<file path="config.mk">
export PLATFORM = sky130hd
export DESIGN_NAME = reflet_alarm_scheduler
export DESIGN_NICKNAME = d
export VERILOG_FILES = /design/src/rtl/reflet_alarm_scheduler.sv
export SDC_FILE = /design/constraint.sdc
export NUM_CORES = 1
export LEC_CHECK = 0
export CAP_MARGIN = 30
export CORE_MARGIN = 2
export CORE_UTILIZATION = 35
export CTS_CLUSTER_SIZE = 30
export DETAILED_ROUTE_END_ITERATION = 8
export MAX_ROUTING_LAYER = met4
export PLACE_DENSITY_LB_ADDON = 0.08
export SLEW_MARGIN = 0
export SYNTH_ARGS = -nofsm -noshare
export SYNTH_HDL_FRONTEND = slang
export SYNTH_SLANG_ARGS = --single-unit
export TNS_END_PERCENT = 50
</file>
<file path="constraint.sdc">
create_clock -name clk -period 3 [get_ports clk]
set_input_delay 0.6 -clock clk [delete_from_list [all_inputs] [get_ports clk]]
set_output_delay 0.6 -clock clk [all_outputs]
set_load 0.1 [all_outputs]
</file>
<file path="src/rtl/reflet_alarm_scheduler.sv">
// Multi-channel alarm scheduler ticked by a reflet timer interrupt; one shared decrementer scans channels in turn.
// Optional per-channel one-shot mode is enabled by defining REFLET_ALARM_ONESHOT_EN.
module reflet_alarm_scheduler #(
    parameter int                        wordsize       = 16,
    parameter int                        base_addr_size = 16,
    parameter logic [base_addr_size-1:0] base_addr      = 16'hFF20,
    parameter int                        CHANNELS       = 4
) (
    input  logic                      clk,
    input  logic                      reset,
    input  logic                      enable,
    input  logic [base_addr_size-1:0] addr,
    input  logic                      write_en,
    input  logic [wordsize-1:0]       data_in,
    output logic [wordsize-1:0]       data_out,
    input  logic                      tick,
    output logic                      interrupt
);

    typedef enum logic {IDLE = 1'b0, SCAN = 1'b1} state_t;

    state_t              state_q, state_d;
    logic [2:0]          idx_q, idx_d;
    logic                backlog_q, backlog_d;
    logic                overrun_q, overrun_d;
    logic                irq_q, irq_d;
    logic [CHANNELS-1:0] ctrl_q, ctrl_d;
    logic [CHANNELS-1:0] pend_q, pend_d;
    logic [7:0]          reload_q [CHANNELS];
    logic [7:0]          reload_d [CHANNELS];
    logic [7:0]          count_q [CHANNELS];
    logic [7:0]          count_d [CHANNELS];
`ifdef REFLET_ALARM_ONESHOT_EN
    logic [CHANNELS-1:0] oneshot_q, oneshot_d;
    logic                wr_oneshot;
`endif

    logic [base_addr_size-1:0] off;
    logic                      wr;
    logic                      wr_ctrl;
    logic                      wr_status;
    logic [CHANNELS-1:0]       wr_reload;
    logic [7:0]                rd;

    assign off       = addr - base_addr;
    assign wr        = enable & write_en;
    assign wr_ctrl   = wr && (off == base_addr_size'(0));
    assign wr_status = wr && (off == base_addr_size'(1));
`ifdef REFLET_ALARM_ONESHOT_EN
    assign wr_oneshot = wr && (off == base_addr_size'(2 + CHANNELS));
`endif

    always_comb begin
        for (int i = 0; i < CHANNELS; i++)
            wr_reload[i] = wr && (off == base_addr_size'(2 + i));
    end

    always_comb begin
        state_d   = state_q;
        idx_d     = idx_q;
        backlog_d = backlog_q;
        overrun_d = overrun_q;
        ctrl_d    = ctrl_q;
        pend_d    = pend_q;
        reload_d  = reload_q;
        count_d   = count_q;
`ifdef REFLET_ALARM_ONESHOT_EN
        oneshot_d = oneshot_q;
`endif
        irq_d     = |pend_q;

        if (wr_ctrl) begin
            ctrl_d = data_in[CHANNELS-1:0];
            for (int i = 0; i < CHANNELS; i++)
                if (data_in[i] && !ctrl_q[i]) count_d[i] = reload_q[i];
        end
        if (wr_status) begin
            pend_d = pend_q & ~data_in[CHANNELS-1:0];
            if (data_in[7]) overrun_d = 1'b0;
        end
        for (int i = 0; i < CHANNELS; i++) begin
            if (wr_reload[i]) begin
                reload_d[i] = data_in[7:0];
                count_d[i]  = data_in[7:0];
            end
        end
`ifdef REFLET_ALARM_ONESHOT_EN
        if (wr_oneshot) oneshot_d = data_in[CHANNELS-1:0];
`endif

        // Hardware set comes after the software clear so it wins; a bus write to the channel suppresses service.
        for (int i = 0; i < CHANNELS; i++) begin
            if (state_q == SCAN && idx_q == 3'(i) && ctrl_q[i] && reload_q[i] != 8'd0
                && !wr_ctrl && !wr_reload[i]) begin
                if (count_q[i] == 8'd1) begin
                    pend_d[i]  = 1'b1;
                    count_d[i] = reload_q[i];
`ifdef REFLET_ALARM_ONESHOT_EN
                    if (oneshot_q[i]) ctrl_d[i] = 1'b0;
`endif
                end else begin
                    count_d[i] = count_q[i] - 8'd1;
                end
            end
        end

        case (state_q)
            IDLE: begin
                if (tick || backlog_q) begin
                    state_d   = SCAN;
                    idx_d     = 3'd0;
                    backlog_d = backlog_q & tick;
                end
            end
            SCAN: begin
                if (tick) begin
                    if (backlog_q) overrun_d = 1'b1;
                    else           backlog_d = 1'b1;
                end
                if (idx_q == 3'(CHANNELS - 1)) state_d = IDLE;
                else                           idx_d   = idx_q + 3'd1;
            end
            default: state_d = IDLE;
        endcase
    end

    always_ff @(posedge clk) begin
        if (reset) begin
            state_q   <= IDLE;
            idx_q     <= 3'd0;
            backlog_q <= 1'b0;
            overrun_q <= 1'b0;
            irq_q     <= 1'b0;
            ctrl_q    <= '0;
            pend_q    <= '0;
`ifdef REFLET_ALARM_ONESHOT_EN
            oneshot_q <= '0;
`endif
            for (int i = 0; i < CHANNELS; i++) begin
                reload_q[i] <= 8'd0;
                count_q[i]  <= 8'd0;
            end
        end else begin
            state_q   <= state_d;
            idx_q     <= idx_d;
            backlog_q <= backlog_d;
            overrun_q <= overrun_d;
            irq_q     <= irq_d;
            ctrl_q    <= ctrl_d;
            pend_q    <= pend_d;
`ifdef REFLET_ALARM_ONESHOT_EN
            oneshot_q <= oneshot_d;
`endif
            reload_q  <= reload_d;
            count_q   <= count_d;
        end
    end

    always_comb begin
        rd = 8'd0;
        if (enable) begin
            if (off == base_addr_size'(0)) begin
                rd[CHANNELS-1:0] = ctrl_q;
            end else if (off == base_addr_size'(1)) begin
                rd[CHANNELS-1:0] = pend_q;
                rd[7]            = overrun_q;
            end
`ifdef REFLET_ALARM_ONESHOT_EN
            if (off == base_addr_size'(2 + CHANNELS)) rd[CHANNELS-1:0] = oneshot_q;
`endif
            for (int i = 0; i < CHANNELS; i++)
                if (off == base_addr_size'(2 + i)) rd = reload_q[i];
        end
    end

    assign data_out  = wordsize'(rd);
    assign interrupt = irq_q;

    generate
        if (wordsize > 8) begin : g_upper
            logic unused_data_hi;
            assign unused_data_hi = ^data_in[wordsize-1:8];
        end
    endgenerate

endmodule

</file>
==> flow_summary.toml <==
[placement]
place_inst = 906
hpwl_mm = 13.7
gp_congestion = 0.954
numPortBuffers = 37

[yosys]
synth-main-ff-cell = "dfxtp_1"
synth_cell_types = 71
synth_area_per_cell_um2 = 8.05
yosysSeqAreaShare_pct = 30.5
yosysMostFrequentCell = "dfxtp_1"
synthArstFlopShare_pct = 0
yosysWarnings = 0
synth_edf_count = 0
yosys.area.top_type = "dfxtp_1"
synth-seq-cells = 79
syn_inst = 644
synth_common_cells = "dfxtp_1, nor2_1, a21oi_1"
synth.cell_area_um2 = 5180
ys_top_cells_by_area = "dfxtp_1, mux2i_1, a21oi_1"
synth_top_area_share_pct = 30.5

[critical_path]
cp_max_fo = 6
path_class = "in2out"
crit_path_start_kind = "input pin"
required_ns = 2.40
arrival_ns = 2.44
endpoint_kind = "output pin"

[clocking]
root_buffer = "clkbuf_16"
clk_path_buf_depth = 2
cts_tree = "yes"
postCtsHoldBufs = 0
cts.clk_slew.worst_paths_ns = 0.06
numCtsBuffers = 9
cts-htree-levels = 3
clock_sinks = 79
clk_latency_ns = 0.36

[status]
violations = "negative setup slack"
outcome = "complete, but fails checks"

[timing]
finalCriticalPeriod_ns = 3.04
worst_pin_slew_ns = 0.632
fin_crit_sh_pct = 101
fin_skew_ns = 0.0111
slew-limit-headroom_pct = 57.8
fmax_mhz = 329
rsz0062_at_grt = "yes"
setup_violations = 5
tns_ns = -0.125
fin_hold_ws_ns = 0.483
hold_viol = 0
postLayoutSetupSlackWorst_ns = -0.0423
slew_viol_final = 0

[routing]
drt_iter0_markers = 357
wirelength_mm = 18.3
ant_nets = 0
drtPass1Iterations = 5
drc_errors = 0
via_count = 5312
wl_per_cell_um = 19.8
viasPerCell = 5.74

[finish]
num_antenna_cells = 0
fin_util_pct = 47.1
nets = 789
final-instance-count-excl-fill = 925
drive_gt1_share_pct = 22.0
syn_to_final_growth_pct = 31.6

[grt]
grt_overflow_total = 0
antenna_found_initial = 0
grt_max_degree = 32
grt_pass1_wl_mm = 29.4
grt_pass1_vias = 5373
grt_usage_pct = 24.1

[floorplanning]
core_region_area_um2 = 14500
start_util_pct = 35.8
die_w_um = 126
num_io_pins = 54
placementRows = 44
fp.dieH_um = 126
dieArea_um2 = 15800

[power_and_ir_drop]
p_per_area_nw_per_um2 = 339
ir_worst_vdd_mv = 0.285
leakage_nw = 2.56

[run]
maxCapViolations = 0

[hold_path]
hp-class = "reg2reg"
## path summary, 6_finish.rpt
kind	to	slack [ns]	cells after the start	startpoint
setup / recovery	data_out[4]	-0.04	11	addr[6]
hold / removal	backlog_q$_SDFFE_PP0P_	0.48	2	backlog_q$_SDFFE_PP0P_
setup reg to reg	count_q[0]$_SDFFE_PP0P_	0.53	6	count_q[2]$_SDFFE_PP0P_
hold reg to reg	backlog_q$_SDFFE_PP0P_	0.48	2	backlog_q$_SDFFE_PP0P_
## where the power goes
part | leakage [nW] | internal, mW | switching, mW
Sequential | 0.637 | 1.05 | 0.00459
Combinational | 1.81 | 0.0893 | 0.161
Clock | 0.120 | 0.548 | 0.455
## placed cells by master, fill, tap and decap left out, types with 6 or more instances in the layout
cell type,n
or3_1,7
nor4_1,20
o21ai_0,21
conb_1,8
buf_12,13
nand4_1,6
nand2_1,39
a21oi_1,53
dlygate4sd2_1,6
ha_1,13
dfxtp_1,79
mux2i_1,33
and2_4,9
nand2b_1,10
a211oi_1,9
inv_1,27
buf_4,76
clkbuf_16,9
xor2_1,11
o311ai_0,6
o22ai_1,9
clkdlybuf4s50_1,14
nor3_1,34
o211ai_1,7
mux2_2,10
nor2_1,54
and3_1,7
xnor2_1,8
nand3_1,19
o31ai_1,7
## flip-flops by register name, indices dropped and copies added, names as in the netlist
register and count:
idx_q 3, ctrl_q 4, state_q 1, backlog_q 1, reload_q 32, overrun_q 1, interrupt 1, pend_q 4
count_q 32
## timing repair
| item | in CTS | in global routing |
|---|---|---|
| gates resized for setup | 26 | 21 |
| endpoints found under the setup margin | 27 | 11 |
| pin swaps | 12 | 13 |
| buffers inserted | 2 | 4 |
## worst max-delay path, cell delays in order
cell and delay [ns]:
buf_12 0.09, inv_12 0.03, ha_4 0.14, nor2b_4 0.13, or3_4 0.36, a32oi_4 0.22, nand3b_1 0.15, buf_6 0.17
o32ai_2 0.20, and2_4 0.19, buf_12 0.16
## per-stage QoR
step	total power [mW]	cell area, um^2	worst slack (ns)
finish	2.31	6820	-0.0423
CTS	2.32	6720	-0.193
global placement	1.32	6410	-0.614
global route	2.38	6820	-0.0928
floorplan	1.21	5300	-0.00490
detailed placement	1.32	6410	-0.620
## area by class of cell
| cell class | instances | area [um^2] |
|---|---|---|
| multi-input cells | 497 | 3470 |
| fillers | 1437 | 7660 |
| clock buffers | 10 | 229 |
| inverters | 30 | 133 |
| flip-flops and latches | 79 | 1580 |
| repair buffers | 121 | 1160 |
| well taps | 184 | 230 |
| clock inverters | 4 | 25.0 |
## logic make-up after synthesis
group                      share of synthesized area (%)
and+or+nand+nor                                     25.4
AOI/OAI and AO/OA                                   21.1
DFF                                                 30.5
buffers and inverters                               6.06
muxes                                               10.3
xor gates and xnor gates                            3.21
adders and majority gates                           3.38
other                                             0.0723
## layer usage
layer / vias up / part of all wire (%) / global-route usage (%)
met5: - / 0 / -
met4: 0 / 2.1 / 7.25
met3: 34 / 5.2 / 5.06
met2: 111 / 47 / 38.6
met1: 2603 / 46 / 30.7
li1: 2564 / - / -
(Power assumes the default switching activity.)
